File: config.mk
export PLATFORM = sky130hd
export DESIGN_NAME = inert_serf
export DESIGN_NICKNAME = d
export VERILOG_FILES = /design/src/rtl/inert_serf.sv
export SDC_FILE = /design/constraint.sdc
export NUM_CORES = 1
export LEC_CHECK = 0
export CAP_MARGIN = 20
export CORE_ASPECT_RATIO = 1.1
export CORE_MARGIN = 4
export CORE_UTILIZATION = 40
export DETAILED_ROUTE_END_ITERATION = 6
export HOLD_SLACK_MARGIN = 0.12
export REMOVE_ABC_BUFFERS = 1
export SLEW_MARGIN = 20
export SYNTH_ARGS = -nofsm -noshare
export SYNTH_HDL_FRONTEND = slang
export SYNTH_SLANG_ARGS = --single-unit
File: constraint.sdc
create_clock -name clk -period 2.05 [get_ports clk]
set_input_delay 0.3075 -clock clk [delete_from_list [all_inputs] [get_ports clk]]
set_output_delay 0.3075 -clock clk [all_outputs]
set_load 0.005 [all_outputs]
File: src/rtl/inert_serf.sv
// inert_serf: SPI responder that models a gyro sensor for bring-up and full-chip simulation.
// It decodes 16-bit command frames, holds a small register file, samples the yaw rate at a
// fixed output data rate, and raises a level data-ready interrupt.
module inert_serf #(
  parameter logic [15:0] ODR_CYCLES   = 16'd2048,
  parameter logic [7:0]  WHO_AM_I_VAL = 8'h6A
) (
  input  logic        clk,
  input  logic        rst,
  input  logic        SS_n,
  input  logic        SCLK,
  input  logic        MOSI,
  output logic        MISO,
  output logic        INT,
  input  logic [15:0] yaw_rt_in,
  output logic        gyro_en,
  output logic [7:0]  ovr_cnt
);

  typedef enum logic {FRAME_IDLE, FRAME_ACTIVE} frame_state_e;

  logic ssMeta_q, ssSync_q, ssPrev_q;
  logic sclkMeta_q, sclkSync_q, sclkPrev_q;
  logic mosiMeta_q, mosiSync_q;
  logic ssFall, ssRise, sclkRise, sclkFall;

  frame_state_e state_q, state_d;
  logic [4:0]   bitCnt_q, bitCnt_d;
  logic         bitOvf_q, bitOvf_d;
  logic [7:0]   rx_q, rx_d;
  logic [7:0]   tx_q, tx_d;
  logic [7:0]   cmd_q, cmd_d;
  logic         frameDone;

  logic [6:0]   rdAddr;
  logic [7:0]   rdData;
  logic         wrEn, intClr;

  logic [7:0]   int1Ctrl_q, ctrl2G_q, ctrl5_q;
  logic [15:0]  snapshot_q, snapshot_d;
  logic [15:0]  timer_q, timer_d;
  logic         int_q, int_d;
  logic [7:0]   ovr_q, ovr_d;
  logic         sampleEvt;

  // Synchronize the SPI pins into clk; left unreset so a select held low through reset
  // never looks like a fresh falling edge afterwards.
  always_ff @(posedge clk) begin
    ssMeta_q   <= SS_n;
    ssSync_q   <= ssMeta_q;
    ssPrev_q   <= ssSync_q;
    sclkMeta_q <= SCLK;
    sclkSync_q <= sclkMeta_q;
    sclkPrev_q <= sclkSync_q;
    mosiMeta_q <= MOSI;
    mosiSync_q <= mosiMeta_q;
  end

  assign ssFall   =  ssPrev_q   & ~ssSync_q;
  assign ssRise   = ~ssPrev_q   &  ssSync_q;
  assign sclkRise = ~sclkPrev_q &  sclkSync_q;
  assign sclkFall =  sclkPrev_q & ~sclkSync_q;

  // Frame state and shift registers.
  always_ff @(posedge clk) begin
    if (rst) begin
      state_q  <= FRAME_IDLE;
      bitCnt_q <= '0;
      bitOvf_q <= 1'b0;
      rx_q     <= '0;
      tx_q     <= '0;
      cmd_q    <= '0;
    end else begin
      state_q  <= state_d;
      bitCnt_q <= bitCnt_d;
      bitOvf_q <= bitOvf_d;
      rx_q     <= rx_d;
      tx_q     <= tx_d;
      cmd_q    <= cmd_d;
    end
  end

  // Frame sequencing: count rises, capture the command byte, load and shift read data.
  // rx only needs one byte: the command is captured at bit 8, the write data sits in rx at bit 16.
  always_comb begin
    state_d   = state_q;
    bitCnt_d  = bitCnt_q;
    bitOvf_d  = bitOvf_q;
    rx_d      = rx_q;
    tx_d      = tx_q;
    cmd_d     = cmd_q;
    frameDone = 1'b0;
    case (state_q)
      FRAME_IDLE: begin
        if (ssFall) begin
          state_d  = FRAME_ACTIVE;
          bitCnt_d = '0;
          bitOvf_d = 1'b0;
          rx_d     = '0;
          tx_d     = '0;
        end
      end
      FRAME_ACTIVE: begin
        if (ssRise) begin
          state_d   = FRAME_IDLE;
          frameDone = (bitCnt_q == 5'd16) && !bitOvf_q;
        end else if (sclkRise) begin
          if (bitCnt_q == 5'd16) begin
            bitOvf_d = 1'b1;
          end else begin
            rx_d     = {rx_q[6:0], mosiSync_q};
            bitCnt_d = bitCnt_q + 5'd1;
            if (bitCnt_q == 5'd7) begin
              cmd_d = {rx_q[6:0], mosiSync_q};
              tx_d  = rx_q[6] ? rdData : 8'h00;
            end
          end
        end else if (sclkFall && (bitCnt_q >= 5'd9) && (bitCnt_q <= 5'd15)) begin
          tx_d = {tx_q[6:0], 1'b0};
        end
      end
      default: state_d = FRAME_IDLE;
    endcase
  end

  assign rdAddr = {rx_q[5:0], mosiSync_q};

  // Register read mux, addressed by the command byte as it completes.
  always_comb begin
    rdData = 8'h00;
    case (rdAddr)
      7'h0D:   rdData = int1Ctrl_q;
      7'h0F:   rdData = WHO_AM_I_VAL;
      7'h11:   rdData = ctrl2G_q;
      7'h14:   rdData = ctrl5_q;
      7'h26:   rdData = snapshot_q[7:0];
      7'h27:   rdData = snapshot_q[15:8];
      default: rdData = 8'h00;
    endcase
  end

  assign MISO   = (state_q == FRAME_ACTIVE) & ~ssSync_q & tx_q[7];
  assign wrEn   = frameDone & ~cmd_q[7];
  assign intClr = frameDone &  cmd_q[7] & (cmd_q[6:0] == 7'h27);

  // Commit writes to the writable registers at the end of a complete frame.
  always_ff @(posedge clk) begin
    if (rst) begin
      int1Ctrl_q <= '0;
      ctrl2G_q   <= '0;
      ctrl5_q    <= '0;
    end else if (wrEn) begin
      case (cmd_q[6:0])
        7'h0D:   int1Ctrl_q <= rx_q;
        7'h11:   ctrl2G_q   <= rx_q;
        7'h14:   ctrl5_q    <= rx_q;
        default: ;
      endcase
    end
  end

  assign gyro_en   = int1Ctrl_q[1] & (ctrl2G_q[7:4] != 4'd0);
  assign sampleEvt = gyro_en && (timer_q == ODR_CYCLES - 16'd1);

  // ODR timer, sample snapshot, interrupt and overrun count; a read clear lands before a
  // coincident sample so the fresh sample is taken rather than counted as missed.
  always_comb begin
    timer_d    = timer_q;
    snapshot_d = snapshot_q;
    ovr_d      = ovr_q;
    int_d      = int_q & ~intClr;
    if (!gyro_en) begin
      timer_d = '0;
      int_d   = 1'b0;
    end else begin
      timer_d = sampleEvt ? 16'd0 : timer_q + 16'd1;
      if (sampleEvt) begin
        if (!int_d) begin
          snapshot_d = yaw_rt_in;
          int_d      = 1'b1;
        end else if (ovr_q != 8'hFF) begin
          ovr_d = ovr_q + 8'd1;
        end
      end
    end
  end

  // Sampling state register.
  always_ff @(posedge clk) begin
    if (rst) begin
      timer_q    <= '0;
      snapshot_q <= '0;
      ovr_q      <= '0;
      int_q      <= 1'b0;
    end else begin
      timer_q    <= timer_d;
      snapshot_q <= snapshot_d;
      ovr_q      <= ovr_d;
      int_q      <= int_d;
    end
  end

  assign INT     = int_q;
  assign ovr_cnt = ovr_q;

endmodule
=== Word level (Yosys, flattened, before mapping) ===
Cells that the tools add are included.
Widths: inputs -> output; s select.

* Bitwise logic cells: 22
* Add/subtract/negate cells: 3
* $lt $le $gt $ge: 2
* Equal/unequal tests: 22
* Mux-type cells: 29
* Reduce and logical (&&, ||, !) cells: 17

{| class="wikitable"
|+ Operators with widths
! kind !! number
|-
| $mux 8 || 10
|-
| $pmux 8 s6 || 1
|-
| $pmux 8 s2 || 2
|-
| $eq 7x5->1 const B || 4
|-
| $eq 7x4->1 const B || 3
|-
| $eq 7x6->1 const B || 3
|-
| $mux 5 || 4
|-
| $add 16x1->16 const B || 1
|-
| $eq 16x11->1 const B || 1
|-
| $reduce_and 4->1 || 3
|-
| $and 1x1->1 || 11
|-
| $not 1->1 || 11
|-
| $pmux 5 s2 || 1
|-
| $reduce_and 5->1 || 2
|-
| $mux 1 || 9
|-
| $add 8x1->8 const B || 1
|-
| $ne 2x2->1 const B || 4
|-
| $ne 8x8->1 const B || 1
|-
| $ne 3x2->1 const B || 2
|-
| $reduce_and 2->1 || 3
|-
| $add 5x1->5 const B || 1
|-
| $eq 5x3->1 const B || 1
|-
| $eq 5x5->1 const B || 1
|-
| $ge 5x4->1 const B || 1
|-
| 10 further kinds || 14
|}

* Output and inout port bits: 11
* Word-level logic and storage cells: 116
* Input bits: 21
* Register bits after elaboration: 104

=== Logic depth before layout (Yosys ltp) ===
Gate-level depths: netlist of the first run.

* Depth after elaboration: 10
* Gate-level depth with buffers: 9
* Depth with buffers taken out: 7

=== Worst setup path before layout of the first run ===
OpenSTA, ideal clock, no wires.

* Path kind: register -> register
* Start point: register bitCnt_q[0]
* End point: register bitCnt_q[3]
* Path buffers: 1
* Stages on the path, launching flop included: 9
* Setup time: 70 ps
* Slack: 69 ps
* Arrival: 1,911 ps
* Cells stage by stage: dfxtp_1 -> inv_1 -> ha_1 -> nand4b_1 -> nor2_1 -> or3_1 -> clkbuf_1 -> or4_1 -> a21oi_1

* Word-level cells in the longest chain between the ends: 5
* Elaborated cells on any way between the ends: 8

{| class="wikitable"
|+ RTL lines
! element !! RTL line !! RTL
|-
| start, declared || 28 || <nowiki>logic [4:0] bitCnt_q, bitCnt_d;</nowiki>
|-
| start signal, assigned || 75 || <nowiki>bitCnt_q <= bitCnt_d;</nowiki>
|-
| $add 5x1->5 || 112 || <nowiki>bitCnt_d = bitCnt_q + 5'd1;</nowiki>
|-
| $mux 5 || 108 || <nowiki>if (bitCnt_q == 5'd16) begin</nowiki>
|-
| $mux 5 || 107 || <nowiki>end else if (sclkRise) begin</nowiki>
|-
| $mux 5 || 104 || <nowiki>if (ssRise) begin</nowiki>
|-
| $pmux 5 s2 || 93 || <nowiki>case (state_q)</nowiki>
|}

Parallel ways exist; a longest one is shown, timed or not. The select of a mux whose other input is x is not followed.
A chain may end at the register's enable or synchronous reset.

=== Worst setup path after layout of the first run ===
* Start point: register cmd_q[6]
* End point: register snapshot_q[5]

* Word-level cells in the longest chain between the ends: 6

{| class="wikitable"
|+ RTL lines
! element !! RTL line !! RTL
|-
| start, declared || 32 || <nowiki>logic [7:0] cmd_q, cmd_d;</nowiki>
|-
| start signal, assigned || 79 || <nowiki>cmd_q <= cmd_d;</nowiki>
|-
| $eq 7x6->1 || 144 || <nowiki>assign intClr = frameDone & cmd_q[7] & (cmd_q[6:0] == 7'h27);</nowiki>
|-
| $and 1x1->1 || 144 ||
|-
| $not 1->1 || 171 || <nowiki>int_d = int_q & ~intClr;</nowiki>
|-
| $and 1x1->1 || 171 ||
|-
| $not 1->1 (no line) || -- ||
|-
| $reduce_and 3->1 (no line) || -- ||
|-
| end signal, assigned || 197 || <nowiki>snapshot_q <= snapshot_d;</nowiki>
|-
| end, declared || 40 || <nowiki>logic [15:0] snapshot_q, snapshot_d;</nowiki>
|}

No other way between the ends.

==> results of run 1 <==
## what timing repair did
| action | CTS | global route |
|---|---|---|
| resized for setup | 4 | 30 |
| cloned | 1 | 1 |
| setup buffers | 0 | 1 |
| hold buffers | 0 | 0 |
| pin swaps | 1 | 14 |
| endpoints found under the setup margin | 17 | 58 |
## power groups by stage
stage / Combinational, mW / Clock [mW] / Sequential [mW]
floorplan: 0.0586 / 0 / 2.10
global placement: 0.162 / 0 / 2.10
detailed placement: 0.166 / 0 / 2.10
CTS: 0.168 / 1.90 / 2.05
global route: 0.192 / 1.97 / 2.05
finish: 0.176 / 1.85 / 2.05
## routing by layer
layer,up-vias,share of wire,GRT usage
met5,-,0,0
met4,0,0.025,0.0730
met3,20,0.032,0.0283
met2,68,0.48,0.269
met1,1887,0.47,0.217
li1,1994,-,-
## through the flow
| step | power [mW] | utilization | setup WS (ps) | setup TNS [ps] | std cells |
|---|---|---|---|---|---|
| final | 4.08 | 0.507 | -41.2 | -358 | 736 |
| after global routing | 4.22 | 0.507 | -135 | -2310 | 736 |
| after CTS | 4.12 | 0.496 | -5.18 | -9.62 | 734 |
| after detailed placement | 2.26 | 0.465 | -6.69 | -6.69 | 717 |
| after global placement | 2.26 | 0.465 | 57.3 | 0 | 717 |
| after floorplan | 2.16 | - | -241 | -5970 | 497 |
## how the worst min path moves through the flow
stage	slack (ps)	to	startpoint
6_report	330	mosiSync_q	mosiMeta_q
3_3_place_gp	310	mosiSync_q	mosiMeta_q
4_1_cts	330	mosiSync_q	mosiMeta_q
2_1_floorplan	310	mosiSync_q	mosiMeta_q
5_1_grt	340	sclkSync_q	sclkMeta_q
3_5_place_dp	310	mosiSync_q	mosiMeta_q
## sequential cells by signal, indices dropped and copies added, names as in the netlist, 5 cells and up
register    flops
snapshot_q     16
ctrl2G_q        8
cmd_q           8
ovr_cnt         8
tx_q            8
int1Ctrl_q      8
rx_q            8
ctrl5_q         8
bitCnt_q        5
timer_q        16
## area by class of cell
cell class / instances / area share
timing repair buffer: 73 / 0.116
clock inverter: 5 / 0.0137
multi-input combinational: 385 / 0.436
sequential: 104 / 0.356
tap: 150 / 0.0321
inverter: 8 / 0.00513
clock buffer: 11 / 0.0415
## logic make-up (layout without fill, tap and decap cells)
family,after synthesis,in the layout,synth area share
XOR/XNOR,11,11,0.0203
adder cells (fa/ha/maj),6,6,0.0158
buffers and inverters,43,97,0.0454
AO/OA/AOI/OAI,88,88,0.125
multiplexers,50,50,0.106
AND/OR/NAND/NOR,230,230,0.249
flip-flops,104,104,0.439
## cells in the final DEF, fill, tap and decap left out, types with 6 or more instances in the layout
cell type	Yosys	final
a21oi_1	28	26
a22oi_1	10	10
a311oi_1	7	7
and3b_1	7	7
buf_4	1	36
clkbuf_16	0	9
clkdlybuf4s50_1	0	30
dfxtp_1	104	101
inv_1	7	7
mux2i_1	50	50
nand2_1	68	67
nand3_1	21	21
nand4_1	9	9
nand4b_1	6	6
nor2_1	63	62
nor2b_1	8	7
o21ai_0	15	13
or3_1	13	11
xor2_1	7	7
## worst max-delay path, stage by stage (launching register included)
cell and delay, ps:
dfxtp_1 310, or4b_4 540, or3_4 410, o21ai_4 140, and3_4 260, buf_12 150, mux2i_1 190
==> run metrics, run 1 <==
vias in the first global route=~3700; vias=3969; number of distinct library cells after synthesis=57; worst endpoint data arrival time=2360 ps; Initial Util=0.411; fmax=roughly 480 MHz; Clk pwr share=0.454; final period utilization=1.02; largest net degree at the start of global routing=between 60 and 70; worst IR drop on VDD=0.000346 V; RSZ-0062 raised after global routing=true; critical path class=reg2reg; grt ovf=0; Wirelength per Cell=between 15 and 20 µm; IO Pins=32; Max-slew headroom=0.734; Fillers=1069; failing checks=setup timing; Worst setup endpoint=snapshot_q[5]; Antenna Nets Post-Route=0; Core Footprint=about 12000 µm²; post-synthesis sequential area ratio=0.439; IO Port Bufs=31; CP required=2320 ps; Reg2Reg Depth=6; Sw Ratio=0.209; part of the power in registers=0.503; die width=~110 µm; Placed Area=5370 µm²; outcome=complete, but fails checks; number of flops mapped to enable cells by yosys=0; critical path peak fanout=8; area of the multi-input gates=2550 µm²; r2r endpoint=snapshot_q[5]; Setup-failing EPs final=16; Critical Path Sink Type=flop; initial DRC count=224; Net Switching=854 µW; Commonest cells post-synth=dfxtp_1 (104), nand2_1 (68), nor2_1 (63), mux2i_1 (50), a21oi_1 (28); Antenna Cells=0; HPWL Detailed=7720 µm; r2r setup slk=-40 ps; drt total wl=11300 µm; root buffer cell=clkbuf_16; Die ar.=13700 µm²; Power Density=between 600 and 700 nW/µm²; Row Count=41; Async SR Flop Fraction=0; Max Root-Sink Buffers=2; NumNets Final=608; vias per cell=5.39; share of the synthesized area in the top cell type=0.439; DRC Markers=0; register area=~2100 µm²; GRT Total Usage=0.166; Clock Sinks=about 100; Hold Path Class=reg2reg; cells after synthesis=532; design area=5850 µm²; fin. max-slew vios=0; Vert. Die Dim=122 µm; number of buffers created by CTS=9; Setup crit start=cmd_q[6]; r2r startpoint=cmd_q[6]; Mapped Area=roughly 4700 µm²; top cells by area, synth=dfxtp_1 (44%), mux2i_1 (11%), nand2_1 (5.4%); Lkg Pwr=2.18 nW; Placer Congestion=between 0.8 and 0.9; H-tree lvl count=3; Hold Path Depth=0; clk_lat worst skew=340 ps; Ys Warns=0; Final Hold Fails=0; Mean Syn Cell Area=8.91 µm²; drt first pass iters=4; layout cell share with drive strength beyond 1=0.155; startpoint types=flop; Synth area leader=dfxtp_1; Comb pwr share=0.043; post-layout worst setup margin=-41.2 ps; CTS tree=built; top-count cell post-synth=dfxtp_1; Pint=3.22 mW; Final min period=2090 ps; synthesis-to-layout area growth=23.5%; initial antenna violation count=0; hold slack=329 ps; first-pass GRT wire length=~18000 µm; clock transition at the registers of the reported paths=70 ps; Seq cells post-synth=104; Clock Skews=between 6 and 7 ps; ys flop type=dfxtp_1; Slew @ Worst Pin=398 ps; Max-Cap Viols=0
(Power assumes the default switching activity.)
==> run 2, diff against run 1 <==
- CORE_UTILIZATION: 40 -> 30
==> run 2 against run 1 <==
Net effect:
- non-clock buffer count down 3
- global-route usage down 4.0 points
- die area up 31%
- clock skew about the same
- largest power group unchanged
- the run still ends with setup timing left
- final cell count up 5.8%
- critical path type unchanged
- sequential share of layout area up 0.25 points
- total power down 5.7%
- critical endpoint is now snapshot_q[0]
- highest routed layer unchanged
- clock power down 12%
==> run metrics, run 2 (same netlist as run 1, synthesis figures left out) <==
HPWL Detailed=7710 µm; Largest regs=snapshot_q (16), timer_q (16); Slew @ Worst Pin=696 ps; initial DRC count=162; crit-path cells=or4b_4, or3_4, o21ai_2, and3_4, buf_12, mux2i_2; CTS tree=built; clk_lat worst skew=340 ps; clock transition at the registers of the reported paths=roughly 70 ps; drt total wl=between 10000 and 15000 µm; most common cell after layout, fill and taps aside=dfxtp_1; Placer Congestion=about 0.83; fmax=between 400 and 500 MHz; hold slack=328 ps; first-pass GRT wire length=18600 µm; root buffer cell=clkbuf_16; Layout Cells excl Fill=~780; Max stage delay cell, worst path=or4b_4; most frequent cells in the layout=dfxtp_1 (102), nand2_1 (68), nor2_1 (63), mux2i_1 (49), buf_4 (36); startpoint types=flop; worst IR drop on VDD=between 0.0003 and 0.0004 V; synthesis-to-layout area growth=22.5%; worst endpoint data arrival time=roughly 2400 ps; IO Pins=32; r2r startpoint=ssPrev_q; design area=5810 µm²; Placed Area=5390 µm²; vias per cell=5.04; failing checks=setup timing; Row Count=47; Clock Sinks=104; initial antenna violation count=0; outcome=complete, but fails checks; Antenna Nets Post-Route=0; layout cell share with drive strength beyond 1=0.148; Vert. Die Dim=140 µm; Max-Cap Viols=0; Hold Path Class=reg2reg; IO Port Bufs=31; drt first pass iters=4; Hold Path Depth=0; NumNets Final=605; grt ovf=0; Max-slew headroom=0.536; DRC Markers=0; Final Hold Fails=0; Antenna Cells=0; setup slack at placement=-13.1 ps; Highest Signal Layer=met4; Critical Path Sink Type=flop; Lkg Pwr=2.17 nW; Clock Skews=6.86 ps; number of buffers created by CTS=9; fin. max-slew vios=0; worst hold start=mosiMeta_q; Met2 Wirelength=5610 µm; Max Root-Sink Buffers=2; H-tree lvl count=3; Hold Buf Count CTS=0; final period utilization=1.03; Power Density=662 nW/µm²; vias in the first global route=between 3000 and 4000; RSZ-0062 raised after global routing=true; critical path class=reg2reg; vias=between 3000 and 4000; Core Footprint=~15000 µm²; cell count after placement=760; slowest stage delay, CP=500 ps; DR WL met3=roughly 250 µm; r2r endpoint=snapshot_q[0]; critical path peak fanout=8; M1 wire length=5180 µm; r2r setup slk=-60 ps; largest net degree at the start of global routing=64; post-layout worst setup margin=-59.7 ps; Reg2Reg Depth=6; CP required=2320 ps; post-layout util=0.380; Wirelength per Cell=14.5 µm; Final min period=2110 ps; Initial Util=0.310; die width=128 µm; GRT Total Usage=0.125; Die ar.=17900 µm²; Hold Path Sink=mosiSync_q; Setup-failing EPs final=15
[run 2: cell count changes in the layout (fill, tap and decap cells not counted), sizes merged]
cell,delta
bufinv,-2
clkinv,+3
inv,+1
clkinvlp,-1
buf,-4
dlymetal6s2s,+1
clkdlybuf4s50,-1
[run 2: repair_timing]
| item | 4_1_cts | 5_1_grt |
|---|---|---|
| resized for setup | 1 | 24 |
| pin swaps | 0 | 8 |
| setup endpoints to repair | 15 | 66 |
| endpoints found under the hold margin | 0 | 0 |
| cloned | 0 | 2 |
| buffers inserted | 0 | 1 |
[run 2: worst max path at each step]
stage | cells after the start | slack (ps) | startpoint | endpoint
global route | 6 | -120 | bitOvf_q | snapshot_q[0]
finish | 6 | -60 | ssPrev_q | snapshot_q[0]
CTS | 8 | -10 | bitCnt_q[1] | snapshot_q[0]
floorplan | 5 | -240 | state_q | snapshot_q[0]
detailed placement | 8 | -10 | bitCnt_q[1] | snapshot_q[0]
global placement | 6 | 40 | cmd_q[6] | snapshot_q[1]
[run 2: worst max-delay path: cells and delay by family, from the launching register on]
kind / cells / cell delay, ps
DFF: 1 / 350
muxes: 1 / 220
AOI/OAI and AO/OA: 1 / 140
and+or+nand+nor: 3 / 1170
buffers and inverters: 1 / 160
[run 2: layout make-up]
cell class                 instances  area [µm²]
timing repair buffer              70         634
multi-input combinational        385        2530
fill                            1552        9480
sequential                       104        2080
clock inverter                     6        43.8
inverter                           8        30.0
clock buffer                      10         239
tap                              196         245
[run 2: through the flow]
stage / TNS, ps / power (mW)
floorplan: -5970 / 2.16
global placement: 0 / 2.26
detailed placement: -27.9 / 2.26
CTS: -35.6 / 3.89
global route: -2270 / 4.01
finish: -274 / 3.85
[run 2: where the power goes]
part	switching, mW	internal, mW	leakage (nW)	total (mW)
Combinational	0.0909	0.0811	1.19	0.172
Sequential	0.0145	2.04	0.843	2.05
Clock	0.761	0.861	0.139	1.62
Total	0.866	2.98	2.17	3.85
[run 2: metal layers]
| layer | GRT usage | vias up |
|---|---|---|
| met2 | 0.204 | 43 |
| met5 | 0 | - |
| li1 | - | 1977 |
| met1 | 0.164 | 1891 |
| met3 | 0.0245 | 15 |
| met4 | 0.0480 | 0 |
